==> src/rtl/rv32i_types.sv <==
// Shared RV32I pipeline types.
// Memory arbiter state is visible to hazard/stall logic.
package rv32i_types;

  typedef enum logic [1:0] {
    IDLE    = 2'd0,
    SERVE_I = 2'd1,
    SERVE_D = 2'd2
  } arb_state_t;

endpackage

==> src/rtl/pipeline_mem_arbiter.sv <==
// Shares one memory port between IF fetches and MEM loads/stores.
// Data side wins in IDLE; the resp cycle hands off to the other side.
module pipeline_mem_arbiter
  import rv32i_types::*;
#(
  parameter int ADDR_WIDTH = 32,
  parameter int DATA_WIDTH = 32
) (
  input  logic                    clk,
  input  logic                    rst,
  input  logic                    i_read,
  input  logic [ADDR_WIDTH-1:0]   i_addr,
  output logic                    i_resp,
  output logic [DATA_WIDTH-1:0]   i_rdata,
  input  logic                    d_read,
  input  logic                    d_write,
  input  logic [ADDR_WIDTH-1:0]   d_addr,
  input  logic [DATA_WIDTH-1:0]   d_wdata,
  input  logic [DATA_WIDTH/8-1:0] d_mbe,
  output logic                    d_resp,
  output logic [DATA_WIDTH-1:0]   d_rdata,
  output logic                    mem_read,
  output logic                    mem_write,
  output logic [ADDR_WIDTH-1:0]   mem_address,
  output logic [DATA_WIDTH-1:0]   mem_wdata,
  output logic [DATA_WIDTH/8-1:0] mem_byte_enable,
  input  logic                    mem_resp,
  input  logic [DATA_WIDTH-1:0]   mem_rdata
);

  localparam int MBE_W = DATA_WIDTH / 8;

  arb_state_t state, state_nx;

  logic                  c_read, c_write;
  logic [ADDR_WIDTH-1:0] c_addr;
  logic [DATA_WIDTH-1:0] c_wdata;
  logic [MBE_W-1:0]      c_mbe;

  logic d_req;
  logic take_i, take_d;

  assign d_req = d_read | d_write;

  always_comb begin
    state_nx = state;
    take_i   = 1'b0;
    take_d   = 1'b0;
    unique case (state)
      IDLE: begin
        if (d_req) begin
          state_nx = SERVE_D;
          take_d   = 1'b1;
        end else if (i_read) begin
          state_nx = SERVE_I;
          take_i   = 1'b1;
        end
      end
      SERVE_I: begin
        if (mem_resp) begin
          state_nx = d_req ? SERVE_D : IDLE;
          take_d   = d_req;
        end
      end
      SERVE_D: begin
        if (mem_resp) begin
          state_nx = i_read ? SERVE_I : IDLE;
          take_i   = i_read;
        end
      end
      default: state_nx = IDLE;
    endcase
  end

  always_ff @(posedge clk or negedge rst) begin
    if (!rst) begin
      state   <= IDLE;
      c_read  <= 1'b0;
      c_write <= 1'b0;
      c_addr  <= '0;
      c_wdata <= '0;
      c_mbe   <= '0;
    end else begin
      state <= state_nx;
      if (take_d) begin
        c_read  <= d_read;
        c_write <= d_write;
        c_addr  <= d_addr;
        c_wdata <= d_wdata;
        c_mbe   <= d_mbe;
      end else if (take_i) begin
        c_read  <= 1'b1;
        c_write <= 1'b0;
        c_addr  <= i_addr;
        c_wdata <= '0;
        c_mbe   <= '1;
      end
    end
  end

  logic busy;
  assign busy = (state != IDLE);

  // Stale command contents are masked off while idle.
  assign mem_read        = busy & c_read;
  assign mem_write       = busy & c_write;
  assign mem_address     = busy ? c_addr  : '0;
  assign mem_wdata       = busy ? c_wdata : '0;
  assign mem_byte_enable = busy ? c_mbe   : '0;

  assign i_resp  = (state == SERVE_I) & mem_resp;
  assign d_resp  = (state == SERVE_D) & mem_resp;
  assign i_rdata = i_resp ? mem_rdata : '0;
  assign d_rdata = d_resp ? mem_rdata : '0;

endmodule

==> config.mk <==
export PLATFORM = sky130hd
export DESIGN_NAME = pipeline_mem_arbiter
export DESIGN_NICKNAME = d
export VERILOG_FILES = /design/src/rtl/rv32i_types.sv /design/src/rtl/pipeline_mem_arbiter.sv
export SDC_FILE = /design/constraint.sdc
export NUM_CORES = 1
export LEC_CHECK = 0
export CAP_MARGIN = 20
export CORE_MARGIN = 2
export CORE_UTILIZATION = 36
export CTS_BUF_LIST = sky130_fd_sc_hd__clkbuf_16
export DETAILED_ROUTE_END_ITERATION = 8
export PLACE_DENSITY = 0.78
export SKIP_LAST_GASP = 1
export SLEW_MARGIN = 20
export SYNTH_ARGS = -nofsm -noshare
export SYNTH_HDL_FRONTEND = slang
export SYNTH_SLANG_ARGS = --single-unit
==> constraint.sdc <==
create_clock -name clk -period 1.8 [get_ports clk]
set_clock_uncertainty 0.1 [all_clocks]
set_input_delay 0.27 -clock clk [delete_from_list [all_inputs] [get_ports clk]]
set_output_delay 0.27 -clock clk [all_outputs]
set_load 0.01 [all_outputs]
Word level (Yosys, flattened, before mapping)
Index checks and enable logic that the tools add are counted.
{"block": "word_totals", "rom_bits": 0, "output_inout_bits": 136, "mem_bits_rw": 0, "n_memories": 0, "input_bits": 138, "latch_bits": 0, "register_bits": 72, "word_cells": 49}
{"block": "op_classes", "eq_ne": 5, "mul": 0, "n_shift": 0, "n_bitwise": 5, "n_lt_le_gt_ge": 0, "addsub": 0, "reduce_logical": 4, "div": 0, "n_mux": 29}
{"operator": "2-to-1 mux 32 bit", "n": 8}
{"operator": "2-to-1 mux 4 bit", "n": 3}
{"operator": "2-to-1 mux 1 bit", "n": 10}
{"operator": "2-to-1 mux 2 bit", "n": 5}
{"operator": "one-hot mux 2 bit (3 select lines)", "n": 1}
{"operator": "bitwise AND 1 bit", "n": 4}
{"operator": "inequality test 2 bit (second input constant)", "n": 2}
{"operator": "one-hot mux 1 bit (2 select lines)", "n": 2}
{"operator": "nonzero test 2 bit", "n": 2}
{"operator": "inequality test 3 bit (second input constant)", "n": 1}
{"operator": "AND reduction 3 bit", "n": 1}
{"operator": "== test 2 x 1 -> 1 bit (second input constant)", "n": 1}
{"operator": "== test 2 bit (second input constant)", "n": 1}
{"operator": "logical NOT 2 bit", "n": 1}
{"operator": "OR 1 bit", "n": 1}

Longest topological paths before layout
{"block": "logic_depth", "depth_word": 5, "mapped_depth": 6, "mapped_depth_nobuf": 4}

Least setup slack after synthesis
No wires, ideal clock.
{"block": "synth_timing", "path_type": "reg-to-output", "startpoint": "register state[1]", "endpoint": "output d_rdata[22]", "path_slack_ns": 0.131, "required_ns": 1.430, "t_arrival_ns": 1.299, "path_buffers": 2, "path_stages_with_launch": 6, "path_cell_list": "dfrtp_1 > buf_2 > inv_1 > nor3_2 > clkbuf_1 > and2_1"}
{"block": "synth_via", "elab_chain_len": 3}
{"element": "start: declaration", "line_no": "pipeline_mem_arbiter.sv:33", "source": "arb_state_t state, state_nx;"}
{"element": "start signal: assignment", "line_no": "pipeline_mem_arbiter.sv:84", "source": "state <= state_nx;"}
{"element": "== test 2 bit", "line_no": "pipeline_mem_arbiter.sv:112", "source": "assign d_resp = (state == SERVE_D) & mem_resp;"}
{"element": "bitwise AND 1 bit", "line_no": "pipeline_mem_arbiter.sv:112"}
{"element": "named net d_resp", "line_no": "pipeline_mem_arbiter.sv:20", "source": "output logic d_resp,"}
{"element": "2-to-1 mux 32 bit", "line_no": "pipeline_mem_arbiter.sv:114", "source": "assign d_rdata = d_resp ? mem_rdata : '0;"}
{"element": "end: declaration", "line_no": "pipeline_mem_arbiter.sv:21", "source": "output logic [DATA_WIDTH-1:0] d_rdata,"}
The timed path passes the listed nets, and every way through them passes these cells.

Worst setup path after layout
{"block": "layout_timing", "startpoint": "register state[1]", "endpoint": "output d_rdata[28]"}
{"block": "layout_via", "elab_chain_len": 3}
{"element": "== test 2 bit", "line_no": "pipeline_mem_arbiter.sv:112"}
{"element": "bitwise AND 1 bit", "line_no": "pipeline_mem_arbiter.sv:112"}
{"element": "2-to-1 mux 32 bit", "line_no": "pipeline_mem_arbiter.sv:114"}
No other way between the ends.

==> metrics.md <==
| Metric | Value |
|---|---|
| Result of the run | complete, but fails checks |
| Failing checks | negative setup slack |
| Avg Synthesized Cell Area | 9.38 um^2 |
| Starting utilization of the core area | 0.369 |
| Worst EP required | 1430 ps |
| Number of global-route vias before repair | 4173 |
| Critical path fanouts, max | 7 |
| Cell type contributing the most total cell area after synthesis | dfrtp_1 |
| Sequential cell area fraction in the yosys report | 0.453 |
| Final Worst Setup Slack | -206 ps |
| Vias per std cell | 4.88 |
| Final setup violation count | 163 |
| Die boundary width | 109 um |
| Number of nets in the layout | 873 |
| Clock tree buffer depth | 2 |
| Sum of overflow across all layers after global routing | 0 |
| Mapped Area | 3980 um^2 |
| Number of port buffers | 273 |
| Lkg Pwr | 3.65 nW |
| Routed length per placed instance | 18.1 um |
| Clock sink count | 72 |
| Die footprint | 11900 um^2 |
| Pwr dens | 1480 nW/um^2 |
| Setup repair after global routing missed its margin | true |
| Share of final-layout standard cells stronger than drive strength 1 | 0.322 |
| Final Instance Count excl. Fillers | 882 |
| Via total after detailed routing | 4308 |
| EDFF count, synth | 0 |
| Clock insertion delay at the later pin of the skew report | 330 ps |
| Post-synthesis cell type count | 23 |
| Top FF cell, synth | dfrtp_1 |
| Maximum clock frequency | 498 MHz |
| Pin count of the biggest net entering global routing | 44 |
| Number of search-and-repair iterations in the first detailed-routing pass | 4 |
| Number of fillers in the final layout | 772 |
| Largest stage delay on the critical path | 370 ps |
| Overall power after layout | 0.0117 W |
| Routed Wire Length | 16000 um |
| Cell with the largest stage delay on the worst path | dfrtp_1 |
| Time the final worst path needs with I/O delays and setup | 2010 ps |
| Top post-synthesis cells by count | dfrtp_1, nor2b_1, and2_1 |
| Post-layout utilization of the core | 0.735 |
| Count of standard-cell rows | 38 |
| Number of nets with antenna violations after routing | 0 |
| Sequential cell area in the final layout | 1800 um^2 |
| Critical path launch point type | flop |
| First-iteration detailed-routing DRC count | 292 |
| Final Hold Violating Endpoints | 0 |
| Worst path cell trace | inv_2, nor3_4, buf_6, buf_16, buf_6, and2_1, buf_2 |
| CTS H-tree lvls | 3 |
| Most common cell type on the critical path | buf_6 |
| Area added between synthesis and finish | 99.3% |
| Kind of capture point of the worst setup path | output port |
| Total area of multi-input combinational cells | 2040 um^2 |
| Cell count after placement | 834 |
| CTS root buf | clkbuf_16 |
| Portion of synthesized cell area occupied by the leading cell type | 0.453 |
| Top post-synthesis cells by area | dfrtp_1, nor2b_1, and2_1, a22o_1, a211oi_2 |
| Slew at the pin closest to its max-slew limit | 393 ps |
| Arrival time reported for the critical path endpoint | 1640 ps |
| Global-route usage over all layers | 0.240 |
| Number of I/O pins | 274 |
| Detail Placement HPWL | 10900 um |
| Maximum vdd ir drop | 0.887 mV |
| Synthesized flop and latch total | 72 |
| Share of flip-flops with an asynchronous set or reset after synthesis | 1.00 |
| Number of remaining DRC errors | 0 |
| Syn_nets | 562 |
| Worst hold-check path type | input port to async pin |
| Critical setup path kind | flop to output port |
| Relative slew margins | 0.738 |
| CTS clock-pin slew for the worst setup and hold paths | 60 ps |
| Share of the cycle needed by the critical path after routing | 1.11 |
| Cell count after synthesis | 424 |
| GP Congestion | 0.780 |
| Die Height | 109 um |
| Wire length of the first global-routing pass | 21900 um |
| Num CTS Buffers | 9 |
| Max capacitance violation total | 0 |
| Total count of max-transition violations in the final report | 0 |
| TritonCTS clock tree | done |
| Warnings, synthesis | 0 |
| Cell with the most instances after synthesis | dfrtp_1 |
| Core Footprint | 10800 um^2 |
| Initial antenna violation count | 1 |
==> flip-flops by register name, summed over array words and instances, names as in the netlist <==
signal	count
c_read	1
c_addr	32
c_write	1
state	2
c_wdata	32
c_mbe	4
==> final cells by class <==
| cell class | count | share of cell area |
|---|---|---|
| timing repair buffer | 335 | 0.436 |
| multi-input combinational | 283 | 0.257 |
| sequential | 72 | 0.227 |
| clock buffer | 9 | 0.0284 |
| tap | 140 | 0.0221 |
| inverter | 34 | 0.0161 |
| clock inverter | 7 | 0.0129 |
| antenna | 2 | 0.000631 |
==> per-layer routing <==
| metal | up-vias | global-route usage | routed length (um) |
|---|---|---|---|
| li1 | 2040 | - | - |
| met1 | 2084 | 0.315 | 6670 |
| met2 | 161 | 0.393 | 8030 |
| met3 | 23 | 0.0616 | 1010 |
| met4 | 0 | 0.0687 | 258 |
| met5 | - | 0 | 0 |
==> worst paths after layout <==
path	slack (ps)	depth (start not counted)	end	startpoint
worst max-delay path	-210	7	d_rdata[28]	state[1]
worst min-delay path	320	2	c_wdata[15]	rst
worst max register to register	-40	7	c_wdata[1]	state[0]
worst min register to register	380	1	c_read	c_read
max in group asynchronous	700	3	state[0]	rst
min in group clk	320	3	state[1]	mem_resp
==> layout by cell type, fill, tap and decap left out, types with 2 or more instances in the layout <==
cell type / n
clkdlybuf4s50_1: 135
dfrtp_1: 71
nor2b_1: 66
buf_6: 48
dlygate4sd2_1: 46
and2_4: 37
nor3_1: 33
nor2_1: 33
a22o_1: 33
inv_1: 32
and2_1: 27
clkdlybuf4s15_2: 27
buf_4: 25
clkbuf_2: 20
a211oi_2: 17
a211oi_1: 15
clkbuf_16: 14
buf_12: 14
buf_2: 8
o22a_1: 5
nor2b_2: 3
buf_16: 3
diode_2: 2
inv_2: 2
nor2_4: 2
inv_6: 2
clkinv_4: 2
bufinv_16: 2
==> metrics by stage <==
stage | setup slack (ps) | setup TNS [ps] | hold WS [ps] | area (um^2)
after global routing | -278 | -27580 | 337 | 7930
after global placement | -433 | -49920 | 120 | 7100
final | -206 | -17200 | 318 | 7930
after floorplan | 131 | 0 | -126 | 3980
after detailed placement | -462 | -51050 | 126 | 7100
after CTS | -191 | -19640 | 309 | 7560
==> power by group <==
part / total, W / switching [W] / internal, W
Sequential: 0.00280 / 0.000403 / 0.00240
Clock: 0.00194 / 0.000709 / 0.00123
Combinational: 0.00701 / 0.00325 / 0.00376
==> critical path: cells and delay by family (launching register included) <==
kind | cells | cell delay [ps]
buffers and inverters | 5 | 600
DFF | 1 | 370
and+or+nand+nor | 2 | 340
==> cell families after synthesis <==
family / count (synthesis) / share of synthesized area
and+or+nand+nor: 207 / 0.293
AOI/OAI and AO/OA: 76 / 0.178
DFF: 72 / 0.453
buffers and inverters: 69 / 0.0755
==> timing repair <==
| action | in CTS | in global routing |
|---|---|---|
| endpoints found under the hold margin | 29 | 0 |
| pin swaps | 10 | 15 |
| hold buffers | 1 | 0 |
| setup buffers | 7 | 11 |
| endpoints found under the setup margin | 136 | 199 |
| gates cloned | 4 | 9 |
| resized for setup | 335 | 141 |
No activity file was read; power rests on OpenSTA's default activity.
